## src/rtl/arb_pkg.sv

```systemverilog
// Shared constants and state encoding for the four-way round-robin arbiter.
package arb_pkg;

   localparam int NUM_REQ = 4;
   localparam int IDX_W   = 2;

   // Arbiter FSM states; IDLE also serves as the dead cycle between owners.
   typedef enum logic {
      ST_IDLE  = 1'b0,
      ST_GRANT = 1'b1
   } arb_state_e;

endpackage : arb_pkg

```

## src/rtl/grant_decode_2to4.sv

```systemverilog
// Enable-gated 2-to-4 decoder turning the registered grant index into a one-hot vector.
module grant_decode_2to4
   import arb_pkg::*;
(
   input  logic             en,
   input  logic [IDX_W-1:0] idx,
   output logic [3:0]       onehot
);

   // One-hot decode of idx, forced to zero when no grant is active.
   always_comb begin
      onehot = 4'b0000;
      if (en) begin
         case (idx)
            2'd0:    onehot = 4'b0001;
            2'd1:    onehot = 4'b0010;
            2'd2:    onehot = 4'b0100;
            2'd3:    onehot = 4'b1000;
            default: onehot = 4'b0000;
         endcase
      end else begin
         onehot = 4'b0000;
      end
   end

endmodule : grant_decode_2to4

```

## src/rtl/rr_arbiter_4.sv

```systemverilog
// Four-requester round-robin arbiter with a hold limit that forces rotation
// under contention. Grant index/valid are registered; the one-hot grant is
// decoded from those registers only, so req never reaches gnt combinationally.
module rr_arbiter_4
   import arb_pkg::*;
#(
   parameter int MAX_HOLD = 8,
   parameter int CNT_W    = 4
)(
   input  logic                 clk,
   input  logic                 rst,
   input  logic [NUM_REQ-1:0]   req,
   output logic [NUM_REQ-1:0]   gnt,
   output logic                 gnt_valid,
   output logic [IDX_W-1:0]     gnt_idx
);

   // Hold limit is compared in the counter's own width.
   localparam logic [CNT_W-1:0] HOLD_LIM = CNT_W'(MAX_HOLD - 1);

   arb_state_e        state_q;
   logic              gnt_valid_q;
   logic [IDX_W-1:0]  gnt_idx_q;
   logic [IDX_W-1:0]  ptr_q;
   logic [CNT_W-1:0]  hold_cnt_q;

   logic              owner_req;
   logic              other_req;
   logic              hold_at_lim;

   // First requester found searching ptr, ptr+1, ... with wrap-around.
   function automatic logic [IDX_W-1:0] rr_pick(input logic [NUM_REQ-1:0] r,
                                                input logic [IDX_W-1:0]   p);
      logic [IDX_W-1:0] cand;
      logic             found;
      rr_pick = p;
      found   = 1'b0;
      for (int i = 0; i < NUM_REQ; i++) begin
         cand = p + IDX_W'(i);
         if (!found && r[cand]) begin
            rr_pick = cand;
            found   = 1'b1;
         end else begin
            found   = found;
         end
      end
   endfunction

   // Qualifiers for the GRANT state, all derived from current registers and req.
   always_comb begin
      owner_req   = req[gnt_idx_q];
      other_req   = |(req & ~gnt);
      hold_at_lim = (hold_cnt_q == HOLD_LIM);
   end

   // Arbiter FSM: grant on request, release on drop or hold-limit preempt.
   always_ff @(posedge clk or posedge rst) begin
      if (rst) begin
         state_q     <= ST_IDLE;
         gnt_valid_q <= 1'b0;
         gnt_idx_q   <= {IDX_W{1'b0}};
         ptr_q       <= {IDX_W{1'b0}};
         hold_cnt_q  <= {CNT_W{1'b0}};
      end else begin
         case (state_q)
            ST_IDLE: begin
               if (req != {NUM_REQ{1'b0}}) begin
                  gnt_idx_q   <= rr_pick(req, ptr_q);
                  gnt_valid_q <= 1'b1;
                  hold_cnt_q  <= {CNT_W{1'b0}};
                  state_q     <= ST_GRANT;
               end else begin
                  gnt_valid_q <= 1'b0;
               end
            end
            ST_GRANT: begin
               if (!owner_req || (other_req && hold_at_lim)) begin
                  // Release or preempt: one dead cycle, then search after the owner.
                  gnt_valid_q <= 1'b0;
                  ptr_q       <= gnt_idx_q + {{(IDX_W-1){1'b0}}, 1'b1};
                  hold_cnt_q  <= {CNT_W{1'b0}};
                  state_q     <= ST_IDLE;
               end else if (!hold_at_lim) begin
                  hold_cnt_q  <= hold_cnt_q + {{(CNT_W-1){1'b0}}, 1'b1};
               end else begin
                  // Alone at the limit: stay saturated, keep the grant.
                  hold_cnt_q  <= hold_cnt_q;
               end
            end
            default: begin
               state_q     <= ST_IDLE;
               gnt_valid_q <= 1'b0;
            end
         endcase
      end
   end

   grant_decode_2to4 u_dec (
      .en     (gnt_valid_q),
      .idx    (gnt_idx_q),
      .onehot (gnt)
   );

   assign gnt_valid = gnt_valid_q;
   assign gnt_idx   = gnt_idx_q;

endmodule : rr_arbiter_4

```

## config.mk

```make
export PLATFORM = sky130hd
export DESIGN_NAME = rr_arbiter_4
export DESIGN_NICKNAME = d
export VERILOG_FILES = /design/src/rtl/arb_pkg.sv /design/src/rtl/grant_decode_2to4.sv /design/src/rtl/rr_arbiter_4.sv
export SDC_FILE = /design/constraint.sdc
export NUM_CORES = 1
export LEC_CHECK = 0
export ABC_CLOCK_PERIOD_IN_PS = 1730
export CELL_PAD_IN_SITES_DETAIL_PLACEMENT = 1
export CELL_PAD_IN_SITES_GLOBAL_PLACEMENT = 2
export CORE_ASPECT_RATIO = 0.6
export CORE_MARGIN = 2
export CORE_UTILIZATION = 30
export DETAILED_ROUTE_END_ITERATION = 6
export HOLD_SLACK_MARGIN = 0.03
export PLACE_DENSITY = 0.74
export SLEW_MARGIN = 20
export SYNTH_ARGS = -nofsm -noshare
export SYNTH_HDL_FRONTEND = slang
export SYNTH_HIERARCHICAL = 1
export SYNTH_SLANG_ARGS = --single-unit
```

## constraint.sdc

```tcl
create_clock -name clk -period 1.73 [get_ports clk]
set_input_delay 0.519 -clock clk [delete_from_list [all_inputs] [get_ports clk]]
set_output_delay 0.519 -clock clk [all_outputs]
set_load 0.005 [all_outputs]
```

# After elaboration in Yosys (flattened, before gate mapping)
# Index checks and enable logic that the tools add are counted.
# op_classes
addsub	5
order_cmp	5
n_eq_ne	7
muxes	33
bitwise_logic	3
reduce_logical	15
# ops
cell	n
1-bit 2-to-1 mux	17
4-bit 2-to-1 mux	4
4-bit one-hot mux with 4 select lines	1
2-bit by 3-bit < comparator with 1-bit output (second input constant)	5
1-bit binary-select mux with 2-bit select	5
4-bit one-hot mux with 2 select lines	1
2-bit 2-to-1 mux	3
2-bit AND reduction	3
2-bit by 1-bit adder with 2-bit output (second input constant)	2
2-bit adder (second input constant)	2
4-bit by 1-bit adder with 4-bit output (second input constant)	1
4-bit bitwise AND	1
2-bit equality test (second input constant)	2
4-bit by 3-bit equality test with 1-bit output (second input constant)	1
1-bit logical AND	4
1-bit zero test	4
4-bit NOT	1
1-bit one-hot mux with 2 select lines	2
4-bit nonzero test	1
4-bit OR reduction	1
3-bit by 2-bit inequality test with 1-bit output (second input constant)	1
2-bit by 1-bit equality test with 1-bit output (second input constant)	1
2-bit zero test	1
2-bit by 1-bit inequality test with 1-bit output (second input constant)	1
3 further kinds	3
# totals
reg_bits	10
output_inout_bits	7

# Longest topological paths before layout
# Gate-level depths: netlist (run 1).
# depth
ltp_word	18
depth_mapped	5
ltp_nobuf	5

# Hierarchy
# The synthesis (run 1) kept the hierarchy.
# by_module_without_submodules
mod	n_inst	cells_per_inst	area_each_um2	seq_area_each_um2
rr_arbiter_4	1	72	655.6	250.2
grant_decode_2to4	1	4	37.5	0.0

# Worst setup path before layout (run 1)
# Ideal clock, no wire load.
# synth_path
path_kind	register to register
from	register gnt_idx_q[0], in the netlist gnt_idx[0]
to	register hold_cnt_q[1]
arrival_time_ps	1489
required_time_ps	1604
path_slack_ps	115
path_stages_with_launch	6
n_path_buf	0
period_less_slack_ps	1615
cell_sequence	dfrtp_1 nor3b_2 or2b_1 nand4_1 o41a_1 mux2i_1
# synth_via
elab_chain_len	10
# synth_rtl
item	line	source
start, declared	rr_arbiter_4.sv:23	logic [IDX_W-1:0] gnt_idx_q;
start signal, assigned	rr_arbiter_4.sv:61	gnt_idx_q <= {IDX_W{1'b0}};
start signal, assigned	rr_arbiter_4.sv:68	gnt_idx_q <= rr_pick(req, ptr_q);
2-bit equality test, or another cell as far along	grant_decode_2to4.sv:14	case (idx)
4-bit one-hot mux with 4 select lines *	grant_decode_2to4.sv:14	
4-bit 2-to-1 mux *	grant_decode_2to4.sv:13	if (en) begin
named net gnt[0]	rr_arbiter_4.sv:13	output logic [NUM_REQ-1:0] gnt,
4-bit NOT *	rr_arbiter_4.sv:52	other_req = |(req & ~gnt);
4-bit bitwise AND *	rr_arbiter_4.sv:52	
4-bit OR reduction *	rr_arbiter_4.sv:52	
1-bit logical AND *	rr_arbiter_4.sv:77	if (!owner_req || (other_req && hold_at_lim)) begin
1-bit logical OR *	rr_arbiter_4.sv:77	
4-bit 2-to-1 mux or 3-bit by 2-bit inequality test with 1-bit output (tied branches)	-	
4-bit one-hot mux with 2 select lines or 2-bit AND reduction (tied branches)	-	
end signal, assigned	rr_arbiter_4.sv:63	hold_cnt_q <= {CNT_W{1'b0}};
end signal, assigned	rr_arbiter_4.sv:70	hold_cnt_q <= {CNT_W{1'b0}};
end signal, assigned	rr_arbiter_4.sv:81	hold_cnt_q <= {CNT_W{1'b0}};
end, declared	rr_arbiter_4.sv:25	logic [CNT_W-1:0] hold_cnt_q;
# The timed path passes the listed nets; every way through them passes the cells marked *. The select of a mux whose other input is x is not followed.
# A chain may end at the register's enable or synchronous reset.

# Worst setup path in the final report (run 1)
# layout_path
from	register gnt_idx_q[0], in the netlist gnt_idx[0]
to	register hold_cnt_q[1]
# layout_via
elab_chain_len	10
# layout_rtl
item	line
2-bit equality test, or another cell as far along	grant_decode_2to4.sv:14
4-bit one-hot mux with 4 select lines	grant_decode_2to4.sv:14
4-bit 2-to-1 mux	grant_decode_2to4.sv:13
4-bit NOT	rr_arbiter_4.sv:52
4-bit bitwise AND	rr_arbiter_4.sv:52
4-bit OR reduction	rr_arbiter_4.sv:52
1-bit logical AND	rr_arbiter_4.sv:77
1-bit logical OR *	rr_arbiter_4.sv:77
4-bit 2-to-1 mux or 3-bit by 2-bit inequality test with 1-bit output (tied branches)	-
4-bit one-hot mux with 2 select lines or 2-bit AND reduction (tied branches)	-
# Every way passes the cells marked *; elsewhere a longest branch is shown, timed or not. The select of a mux whose other input is x is not followed.

==> results of run 1 <==
worst min path at each step:
stage                                     end  slack [ns]  cells after the start
floorplan              gnt_idx[0]$_DFFE_PP0P_        0.36                      1
global placement    hold_cnt_q[0]$_DFFE_PP0P_        0.51                      1
detailed placement  hold_cnt_q[0]$_DFFE_PP0P_        0.51                      1
CTS                 hold_cnt_q[0]$_DFFE_PP0P_        0.51                      1
global route        hold_cnt_q[0]$_DFFE_PP0P_        0.53                      1
finish              hold_cnt_q[0]$_DFFE_PP0P_        0.52                      1
per-layer routing:
metal / vias to the layer above / track usage, % / part of all wire [%]
li1: 359 / - / -
met1: 363 / 28.2 / 53
met2: 12 / 27.5 / 43
met3: 4 / 1.65 / 3.1
met4: 0 / 6.12 / 0.86
met5: - / 0 / 0
cell families (layout without fill, tap and decap cells):
| kind of cell | after synthesis | in the layout | synth area share [%] |
|---|---|---|---|
| mux | 6 | 6 | 9.03 |
| buf+inv | 8 | 46 | 4.51 |
| xor+xnor | 1 | 1 | 1.26 |
| flops | 10 | 10 | 36.1 |
| compound gates | 23 | 23 | 21.1 |
| fa+ha+maj | 1 | 1 | 1.80 |
| simple gates | 27 | 27 | 26.2 |
area by class of cell:
cell class | instances | area share (%)
multi-input combinational | 58 | 39.7
timing repair buffer | 35 | 26.5
clock buffer | 4 | 5.01
inverter | 7 | 2.39
sequential | 10 | 22.9
tap | 30 | 3.42
through the flow:
step	utilization, %	TNS [ns]	cells	total power, uW	setup WS (ns)
6_report	50.4	-1.38	144	1820	-0.201
5_1_grt	50.4	-2.12	144	1940	-0.263
4_1_cts	47.8	-0.532	139	1690	-0.142
3_5_place_dp	43.3	-3.09	130	1310	-0.380
3_3_place_gp	43.3	-2.94	130	1280	-0.367
2_1_floorplan	-	0	76	867	0.115
report_power, final:
part	switching, uW	internal, uW
clock network	92.0	200
logic	451	591
registers	146	342
total	688	1130
Yosys cell counts (all sizes together) (2+ instances only):
master / number / area, um^2
mux2i: 4 / 40.0
a21oi: 6 / 30.0
inv: 7 / 26.3
nor3: 2 / 10.0
nand3b: 2 / 15.0
mux2: 2 / 22.5
and3b: 2 / 17.5
dfrtp: 10 / 250
nor2b: 3 / 18.8
and2: 2 / 12.5
nand2: 2 / 7.51
or2b: 4 / 30.0
o21ai: 8 / 40.0
nor2: 3 / 11.3
sequential cells by signal, indices dropped and copies added (netlist names):
name        cells
gnt_idx         2
state_q         1
hold_cnt_q      4
ptr_q           2
gnt_valid       1
critical path, cell delays in order, from the launching register on:
cell and delay, ns:
dfrtp_1 0.44, buf_6 0.15, nor3b_4 0.20, buf_4 0.14
or2b_1 0.11, nand4_1 0.09, o41a_1 0.50, mux2i_1 0.16
what timing repair did:
item	4_1_cts	5_1_grt
pin swaps	5	4
gates resized for setup	21	10
setup endpoints to repair	16	14
buffers inserted	5	5
hold endpoints to repair	0	0
==> results_dict.tcl, run 1 <==
set metrics [dict create \
    leakage_uw 0.000528 \
    cts_root_buf "clkbuf_8" \
    layout_commonest_cell "buf_4" \
    synth-main-ff-cell "dfrtp_1" \
    reg2reg_slack_ns -0.20 \
    arrival_ns 2.04 \
    grt-ovfl-total 0 \
    worstSetupPathType "reg -> reg" \
    multi_input_area_um2 437 \
    netlist_instances 76 \
    area_growth_pct 58.5 \
    worst_slack_ns -0.201 \
    nFillCells 279 \
    routed_wl_um 2440 \
    min_from "hold_cnt_q[0]$_DFFE_PP0P_" \
    critPathCaptureType "register" \
    maxSlewViolCount 0 \
    portBuffers 12 \
    r2r-start "gnt_idx[0]$_DFFE_PP0P_" \
    cts_buffers 3 \
    wire_per_inst_um 16.9 \
    dp_hpwl_um 1730 \
    drtIter0Drc 22 \
    grt_usage_pct 18.5 \
    start_util_pct 31.8 \
    synth_edf_count 0 \
    diodes 0 \
    syn_area_um2 693 \
    finalHoldViolations 0 \
    drive_above_1_share_pct 36.0 \
    hp-class "reg -> reg" \
    avgSynthCellArea_um2 9.12 \
    synthArstFlopShare_pct 100 \
    setup_viol 11 \
    timing.final.crit_share_pct 112 \
    row_count 13 \
    viasPerCell 5.13 \
    grt_pass1_vias 676 \
    drt_pass1_iterations 4 \
    period_needed_ns 1.93 \
    hold_buffers 0 \
    core-area_mm2 0.00218 \
    timing.rr.end "hold_cnt_q[1]$_DFFE_PP0P_" \
    place.gp.congestion 0.725 \
    violations "setup timing" \
    power_density_mw_per_mm2 1660 \
    cts_max_level 1 \
    final_nets 122 \
    grt_max_degree 11 \
    dieArea_mm2 0.00272 \
    peakVddDrop_mv 0.633 \
    ys_seq_area_share_pct 36.1 \
    max_slew.worst_pin.slew_ns 0.383 \
    rsz0062_at_grt "true" \
    crit_path_max_fanout 4 \
    max_freq_mhz 518 \
    ios 13 \
    drtAntennaViolNets 0 \
    rr_worst_depth 7 \
    cts_tree "done" \
    syn_nets 83 \
    vias 738 \
    ys_types 34 \
    clk_latency_ns 0.24 \
    seq_area_um2 251 \
    setup.worst_path.end "hold_cnt_q[1]$_DFFE_PP0P_" \
    cp-startpoint "gnt_idx[0]$_DFFE_PP0P_" \
    critPathRequiredTime_ns 1.84 \
    post_dp_cell_area_um2 943 \
    die_y_um 41.2 \
    finalClockSkew_ns 0.00407 \
    clk_path_buf_depth 2 \
    critPathLaunchType "register" \
    status "complete, but fails checks" \
    clock_sinks 10 \
    drv_cap 0 \
    grt_pass1_wl_um 3480 \
    die_w_um 66.1 \
    antenna_found_initial 0 \
    hold_ws_ns 0.520 \
    path_clk_slew_ns 0.05 \
    synth_seq_cells 10 \
    mostFrequentLayoutCells "buf_4, dfrtp_1, inv_1, a21oi_1" \
    design_area_mm2 0.00110 \
    route.detailed.drc 0 \
    slew_headroom_pct 74.4 \
    synth_warnings 6 \
]
Note: power is estimated with default switching activity, not from simulation.
==> run 2: changes to the inputs <==
--- a/config.mk
+++ b/config.mk
@@ -5,7 +5,7 @@
 export SDC_FILE = /design/constraint.sdc
 export NUM_CORES = 1
 export LEC_CHECK = 0
-export ABC_CLOCK_PERIOD_IN_PS = 1730
+export ABC_CLOCK_PERIOD_IN_PS = 1800
 export CELL_PAD_IN_SITES_DETAIL_PLACEMENT = 1
 export CELL_PAD_IN_SITES_GLOBAL_PLACEMENT = 2
 export CORE_ASPECT_RATIO = 0.6
@@ -14,6 +14,8 @@
 export DETAILED_ROUTE_END_ITERATION = 6
 export HOLD_SLACK_MARGIN = 0.03
 export PLACE_DENSITY = 0.74
+export RECOVER_POWER = 25
+export SKIP_CTS_REPAIR_TIMING = 1
 export SLEW_MARGIN = 20
 export SYNTH_ARGS = -nofsm -noshare
 export SYNTH_HDL_FRONTEND = slang
==> constraint.sdc (replaced) <==
create_clock -name clk -period 1.8 [get_ports clk]
set_input_delay 0.54 -clock clk [delete_from_list [all_inputs] [get_ports clk]]
set_output_delay 0.54 -clock clk [all_outputs]
set_load 0.005 [all_outputs]
==> run 2 against run 1 <==
Against the previous run: the flow still finishes with violations (setup timing); critical path type is now reg -> out; critical endpoint is now gnt[3]; sequential share of layout area is 0.60 points higher; core utilization is 1.0 points lower; register-to-register slack gained 0.20 ns; global-route usage is 2.9 points lower; routed wire length is 10% lower; via count down 7.7%; final area fell by 2.0%; sequential cell count stayed put; die area did not move; first-iteration DRC count fell by 50%.
==> results_dict.tcl, run 2 (synthesis gave the netlist of run 1 again) <==
set metrics [dict create \
    status "complete, but fails checks" \
    violations "setup timing" \
    final_nets 113 \
    dp_hpwl_um 1610 \
    routed_wl_um 2180 \
    finalHoldViolations 0 \
    fin_util_pct 49.4 \
    peakVddDrop_mv 0.713 \
    finalClockSkew_ns 0.00379 \
    drt_pass1_iterations 4 \
    cts_buffers 3 \
    place_inst 128 \
    grt_max_degree 11 \
    critPathLaunchType "register" \
    critPathRequiredTime_ns 1.26 \
    antenna_found_initial 0 \
    leakage_uw 0.000563 \
    dieArea_mm2 0.00272 \
    max_slew.worst_pin.slew_ns 0.350 \
    area_growth_pct 55.2 \
    power_density_mw_per_mm2 1490 \
    grt_pass1_wl_um 2980 \
    cts_root_buf "clkbuf_8" \
    power.total_uw 1600 \
    arrival_ns 1.37 \
    critPathCaptureType "primary output" \
    clk_latency_ns 0.23 \
    clock_sinks 10 \
    worst_slack_ns -0.115 \
    route.detailed.drc 0 \
    diodes 0 \
    wire_per_inst_um 16.2 \
    row_count 13 \
    drv_cap 0 \
    portBuffers 12 \
    maxSlewViolCount 0 \
    layout_commonest_cell "buf_4" \
    viasPerCell 5.04 \
    core-area_mm2 0.00218 \
    post_dp_cell_area_um2 928 \
    timing.final.crit_share_pct 106 \
    die_w_um 66.1 \
    drtAntennaViolNets 0 \
    worstSetupPathType "reg -> out" \
    setup_viol 2 \
    start_util_pct 31.8 \
    grt_pass1_vias 602 \
    path_clk_slew_ns 0.05 \
    slew_headroom_pct 76.1 \
    vias 681 \
    die_y_um 41.2 \
    largest_register_ffs 4 \
    crit_path_max_fanout 5 \
    max_freq_mhz 522 \
    ios 13 \
    clk_path_buf_depth 2 \
    stdcell_count 135 \
    drtIter0Drc 11 \
    top_register "hold_cnt_q" \
    grt_usage_pct 15.6 \
    reg2reg_slack_ns 0 \
    hp-class "reg -> reg" \
    drive_above_1_share_pct 26.7 \
    cts_tree "done" \
    period_needed_ns 1.91 \
    place.gp.congestion 0.739 \
    mostFrequentLayoutCells "buf_4, dlymetal6s2s_1, dfrtp_1, inv_1" \
    cts_max_level 1 \
    grt-ovfl-total 0 \
    design_area_mm2 0.00108 \
    rsz0062_at_grt "true" \
]
[run 2: where the power goes]
part           internal (uW)  switching, uW
sequential               331            155
combinational            472            370
clock                    192           84.6
[run 2: layer usage]
layer,up-vias,GRT usage (%),part of all wire [%]
met5,-,0,0
met4,0,6.12,0.78
met3,2,1.65,3.1
met2,12,21.5,45
met1,328,24.4,51
li1,339,-,-
[run 2: final timing paths]
check	start	end	cells after the start
setup reg to reg	gnt_idx[1]$_DFFE_PP0P_	hold_cnt_q[2]$_DFFE_PP0P_	6
hold reg to reg	hold_cnt_q[2]$_DFFE_PP0P_	hold_cnt_q[2]$_DFFE_PP0P_	1
max in group asynchronous	rst	gnt_idx[0]$_DFFE_PP0P_	2
min in group asynchronous	rst	ptr_q[0]$_DFFE_PP0P_	2
setup / recovery	gnt_valid$_DFFE_PP0P_	gnt[3]	2
hold / removal	hold_cnt_q[2]$_DFFE_PP0P_	hold_cnt_q[2]$_DFFE_PP0P_	1
[run 2: area by class of cell]
cell class	instances	area [um^2]
Fill cell	255	1100
Sequential cell	10	253
Multi-Input combinational cell	58	449
Clock buffer	4	55.1
Inverter	7	26.3
Timing Repair Buffer	26	255
Tap cell	30	37.5
[run 2: worst max-delay path: stages, from the launching register on]
cell and delay [ns]:
dfrtp_1 0.43, and3_2 0.22, clkdlybuf4s50_1 0.49
[run 2: stage by stage]
stage / setup TNS [ns] / hold slack [ns] / setup WS, ns
floorplan: 0 / 0.380 / 0.185
global placement: -2.35 / 0.516 / -0.322
detailed placement: -2.56 / 0.509 / -0.345
CTS: -1.17 / 0.515 / -0.186
global route: -0.694 / 0.549 / -0.164
finish: -0.115 / 0.527 / -0.115
==> run 3: changes to the inputs <==
--- a/config.mk
+++ b/config.mk
@@ -12,6 +12,7 @@
 export CORE_MARGIN = 2
 export CORE_UTILIZATION = 30
 export DETAILED_ROUTE_END_ITERATION = 6
+export GPL_ROUTABILITY_DRIVEN = 1
 export HOLD_SLACK_MARGIN = 0.03
 export PLACE_DENSITY = 0.74
 export RECOVER_POWER = 25
==> results of run 3 <==
No change in the layout: final DEF, timing and power equal those of run 2.
